**config.mk**
```make
export PLATFORM = sky130hd
export DESIGN_NAME = pwm_multi
export DESIGN_NICKNAME = d
export VERILOG_FILES = /design/src/rtl/pwm_multi.sv
export SDC_FILE = /design/constraint.sdc
export NUM_CORES = 1
export LEC_CHECK = 0
export CAP_MARGIN = 25
export CELL_PAD_IN_SITES_DETAIL_PLACEMENT = 2
export CELL_PAD_IN_SITES_GLOBAL_PLACEMENT = 2
export CORE_ASPECT_RATIO = 0.7
export CORE_MARGIN = 5
export CORE_UTILIZATION = 41
export DETAILED_ROUTE_END_ITERATION = 7
export PLACE_DENSITY_LB_ADDON = 0.08
export SETUP_SLACK_MARGIN = 0.15
export SLEW_MARGIN = 20
export SYNTH_ARGS = -nofsm -noshare
export SYNTH_HDL_FRONTEND = slang
export SYNTH_SLANG_ARGS = --single-unit
```
**constraint.sdc**
```tcl
create_clock -name CLK_SYS -period 14.1 [get_ports CLK_SYS]
set_input_delay 3.525 -clock CLK_SYS [delete_from_list [all_inputs] [get_ports CLK_SYS]]
set_output_delay 3.525 -clock CLK_SYS [all_outputs]
set_load 0.02 [all_outputs]
```
**src/rtl/pwm_multi.sv**
```systemverilog
// Multi-channel PWM generator: one shared period counter, per-channel shadow duties committed at the period boundary.
// Optional build macro PWM_DITHER_EN adds a per-channel fractional-duty accumulator (first-order dither).
module pwm_multi #(
    parameter int WIDTH     = 16,
    parameter int CHANNELS  = 2,
    parameter int FRAC_BITS = 4,
    localparam int CH_W     = (CHANNELS > 1) ? $clog2(CHANNELS) : 1
) (
    input  logic                       CLK_SYS,
    input  logic                       CLK_RST,
    input  logic                       PWM_En,
    input  logic [WIDTH-1:0]           PWM_Period,
    input  logic                       Duty_Wr,
    input  logic [CH_W-1:0]            Duty_Ch,
    input  logic [WIDTH+FRAC_BITS-1:0] Duty_Data,
    output logic [CHANNELS-1:0]        Duty_Pending,
    output logic                       Period_Start,
    output logic [CHANNELS-1:0]        PWM_Out
);

    localparam int DW = WIDTH + FRAC_BITS;

    logic [WIDTH-1:0] r_cnt;
    logic [WIDTH-1:0] r_periodAct;
    logic [WIDTH-1:0] w_periodEff;
    logic             w_wrap;
    logic             w_commit;
    logic             r_periodStart;

    // Periods shorter than 2 would leave no room for a low phase, so they are clamped.
    assign w_periodEff = (r_periodAct < WIDTH'(2)) ? WIDTH'(2) : r_periodAct;
    assign w_wrap      = (r_cnt == (w_periodEff - WIDTH'(1)));
    assign w_commit    = !PWM_En || w_wrap;

    always_ff @(posedge CLK_SYS or negedge CLK_RST) begin
        if (!CLK_RST) begin
            r_cnt         <= '0;
            r_periodAct   <= '1;
            r_periodStart <= 1'b0;
        end else begin
            if (!PWM_En || w_wrap) begin
                r_cnt <= '0;
            end else begin
                r_cnt <= r_cnt + WIDTH'(1);
            end
            if (w_commit) begin
                r_periodAct <= PWM_Period;
            end
            r_periodStart <= PWM_En && (r_cnt == '0);
        end
    end

    assign Period_Start = r_periodStart;

    for (genvar g = 0; g < CHANNELS; g++) begin : g_ch
        logic [DW-1:0]    r_shadow;
        logic [DW-1:0]    r_dutyAct;
        logic             r_pending;
        logic             r_out;
        logic             w_wrHit;
        logic [WIDTH-1:0] w_dutyInt;
        logic [WIDTH-1:0] w_dutyEff;

        assign w_wrHit   = Duty_Wr && (Duty_Ch == CH_W'(g));
        assign w_dutyInt = r_dutyAct[DW-1:FRAC_BITS];

        // A write in the commit cycle wins over the commit, so it stays pending for the next boundary.
        always_ff @(posedge CLK_SYS or negedge CLK_RST) begin
            if (!CLK_RST) begin
                r_shadow  <= '0;
                r_dutyAct <= '0;
                r_pending <= 1'b0;
            end else if (w_wrHit) begin
                r_shadow  <= Duty_Data;
                r_pending <= 1'b1;
            end else if (w_commit && r_pending) begin
                r_dutyAct <= r_shadow;
                r_pending <= 1'b0;
            end
        end

`ifdef PWM_DITHER_EN
        logic [FRAC_BITS-1:0] r_acc;
        logic                 r_carry;

        always_ff @(posedge CLK_SYS or negedge CLK_RST) begin
            if (!CLK_RST) begin
                r_acc   <= '0;
                r_carry <= 1'b0;
            end else if (w_commit) begin
                {r_carry, r_acc} <= {1'b0, r_acc} + {1'b0, r_dutyAct[FRAC_BITS-1:0]};
            end
        end

        assign w_dutyEff = (r_carry && (w_dutyInt != '1)) ? (w_dutyInt + WIDTH'(1)) : w_dutyInt;
`else
        logic w_unusedFrac;

        assign w_unusedFrac = ^r_dutyAct[FRAC_BITS-1:0];
        assign w_dutyEff    = w_dutyInt;
`endif

        always_ff @(posedge CLK_SYS or negedge CLK_RST) begin
            if (!CLK_RST) begin
                r_out <= 1'b0;
            end else begin
                r_out <= PWM_En && (r_cnt < w_dutyEff);
            end
        end

        assign PWM_Out[g]      = r_out;
        assign Duty_Pending[g] = r_pending;
    end

endmodule

```
==> results.json <==
{
  "outcome": "finished clean",
  "ys_async_sr_fraction_pct": 100,
  "grt_first_pass_wirelength_microns": 31900,
  "fmax_ghz": 0.167,
  "p_per_area_mw_per_mm2": 106,
  "total_power_uw": 755,
  "wl_microns": 19400,
  "peakVddDrop_mv": 0.0600,
  "cts_tree": "yes",
  "worst_slack_ps": 8110,
  "synth_warnings": 0,
  "setup-violations-final": 0,
  "syn_inst": 647,
  "dp_slack_ps": 7740,
  "vias": 5189,
  "syn-num-nets": 721,
  "cp-start-kind": "input pin",
  "rsz0062_at_grt": "false",
  "cts.sinks": 101,
  "drive_gt1_share_pct": 14.7,
  "synth-main-ff-cell": "dfrtp_1",
  "grt_max_degree": 70,
  "min_path_cells": 1,
  "path_class": "input pin to flip-flop",
  "die_h_microns": 114,
  "hold_ws_ps": 528,
  "core_area_sq_mm": 0.0149,
  "tightest_slew_ps": 951,
  "yosysSeqAreaShare_pct": 40.5,
  "start_util_pct": 42.3,
  "min_path_type": "flip-flop to flip-flop",
  "rr_worst_depth": 14,
  "fill_cells": 1552,
  "io_pins": 46,
  "drv_cap": 0,
  "dieArea_sq_mm": 0.0180,
  "clock_latency_ps": 350,
  "min_period_over_period_pct": 42.5,
  "grt_pass1_vias": 5937,
  "dieWidth_microns": 158,
  "postCtsSetupBuffers": 0,
  "grt-ovfl-total": 0,
  "finalHoldViolCount": 0,
  "crit_arrival_ps": 6170,
  "cts.repair.resized": 0,
  "slew_viol_final": 0,
  "cp.required_ps": 14270,
  "skew_ps": 9.71,
  "synth_cell_types": 51,
  "grt_antenna_before_repair": 0,
  "syn_to_final_growth_pct": 13.1,
  "cp_max_fo": 18,
  "postCtsHoldBufs": 0,
  "syn_avg_cell_area_sq_um": 9.72,
  "leakage_nw": 3.22,
  "dp_hpwl_microns": 13200,
  "num_rows": 37,
  "finalSetupTns_ps": 0,
  "ys_ff_latch": 101,
  "htreeDepth": 3,
  "num-nets-final": 734,
  "n_antenna_cell": 0,
  "dr.pass1.iters": 4,
  "io_buffers": 41,
  "gp_congestion": 0.875,
  "grt_use_total_pct": 22.5,
  "antenna_left": 0,
  "cts_buffers": 9,
  "drt_drc_violations_left": 0,
  "synth_edf_count": 0,
  "clk_pin_slew_ps": 70,
  "via_per_inst": 6.03,
  "synth_area_sq_mm": 0.00629,
  "fin_crit_ps": 5990,
  "setup.worst_path.end_class": "flip-flop",
  "root_buffer": "clkbuf_16",
  "clock_path_buffers": 2,
  "drtIter0Drc": 186,
  "max_slew_margin_pct": 36.5,
  "wl_per_cell_microns": 22.5
}
==> worst max-delay path, cell delays in order <==
cell             delay [ps]
clkdlybuf4s50_1         460
nand2_1                 720
nand2_1                 740
a221oi_1                500
o311ai_0                220
==> report_power, final <==
group	switching, mW	leakage (nW)	total [mW]	internal [mW]
clock network	0.110	0.140	0.254	0.143
logic	0.0822	1.95	0.150	0.0674
registers	0.0275	1.13	0.352	0.324
==> per-layer routing <==
metal / up-vias / part of all wire (%) / global-route usage, %
li1: 2384 / - / -
met1: 2735 / 47 / 30.0
met2: 54 / 51 / 39.4
met3: 16 / 1.6 / 2.77
met4: 0 / 1.2 / 4.77
met5: - / 0 / 0
==> cells by family (layout without fill, tap and decap cells) <==
kind of cell               Yosys count  in the layout  share of synthesized area, %
and+or+nand+nor                    198            198                          16.1
AOI/OAI and AO/OA                  143            143                          16.7
DFF                                101            101                          40.5
buffers and inverters               89            107                          5.99
muxes                               48             48                          9.19
xor gates and xnor gates            35             35                          4.87
adders and majority gates           33             33                          6.57
==> flip-flops by register name, indices dropped and copies added, names as in the netlist <==
name / count
r_periodAct: 16
g_ch.r_dutyAct: 32
g_ch.r_out: 2
Period_Start: 1
r_cnt: 16
g_ch.r_shadow: 32
g_ch.r_pending: 2
==> worst paths after layout <==
| path | from | end | slack, ps |
|---|---|---|---|
| max | Duty_Ch | g_ch[1].r_dutyAct[11] | 8110 |
| min | g_ch[1].r_shadow[9] | g_ch[1].r_shadow[9] | 530 |
| max reg2reg | r_periodAct[6] | r_periodAct[15] | 8530 |
| min reg2reg | g_ch[1].r_shadow[9] | g_ch[1].r_shadow[9] | 530 |
| max in group asynchronous | CLK_RST | g_ch[0].r_dutyAct[12] | 9660 |
| min in group asynchronous | CLK_RST | g_ch[0].r_dutyAct[4] | 3120 |
==> cell usage in the layout, fill, tap and decap left out, drive strengths merged, types with 10 or more instances in the layout <==
cell type / instances
a21o: 10
ha: 33
buf: 10
dfrtp: 85
a21oi: 12
a221oi: 32
nand2: 44
dfstp: 16
xor2: 18
clkbuf: 13
o21ai: 39
mux2: 48
and3: 35
inv: 41
clkdlybuf4s50: 40
nor2: 56
o311ai: 32
xnor2: 17
==> cell type report <==
cell class	instances	area (sq um)	share of cell area (%)
Clock inverter	3	46.3	0.651
Inverter	41	154	2.16
Timing Repair Buffer	50	483	6.79
Clock buffer	13	250	3.52
Tap cell	195	244	3.43
Multi-Input combinational cell	457	3380	47.6
Sequential cell	101	2550	35.8
==> cell usage after synthesis, types with 4 or more instances <==
cell	instances	area [sq um]
nand2_1	44	165
dfrtp_1	85	2130
o21ai_0	39	195
nand3_1	8	40.0
nor3_1	8	40.0
mux2_2	37	417
xnor2_1	17	149
ha_1	33	413
xor2_1	18	158
o311ai_0	32	280
or3_1	7	43.8
dfstp_2	16	420
buf_4	5	37.5
a21oi_1	12	60.1
nor4_1	6	37.5
and3_1	35	219
nand4_1	6	37.5
inv_1	41	154
nor2_1	56	210
and4_1	4	35.0
clkbuf_1	38	143
a21o_1	10	75.1
mux2_4	10	150
a221oi_1	32	280
nand2b_1	6	37.5
==> stage by stage <==
stage                     area [sq um]  utilization (%)  instances
after floorplan                   6290                -        647
after global placement            6790             45.7        842
final                             7110             47.8        860
after global routing              7110             47.8        860
after CTS                         7110             47.8        860
after detailed placement          6810             45.8        844
No activity file was read; power rests on OpenSTA's default activity.
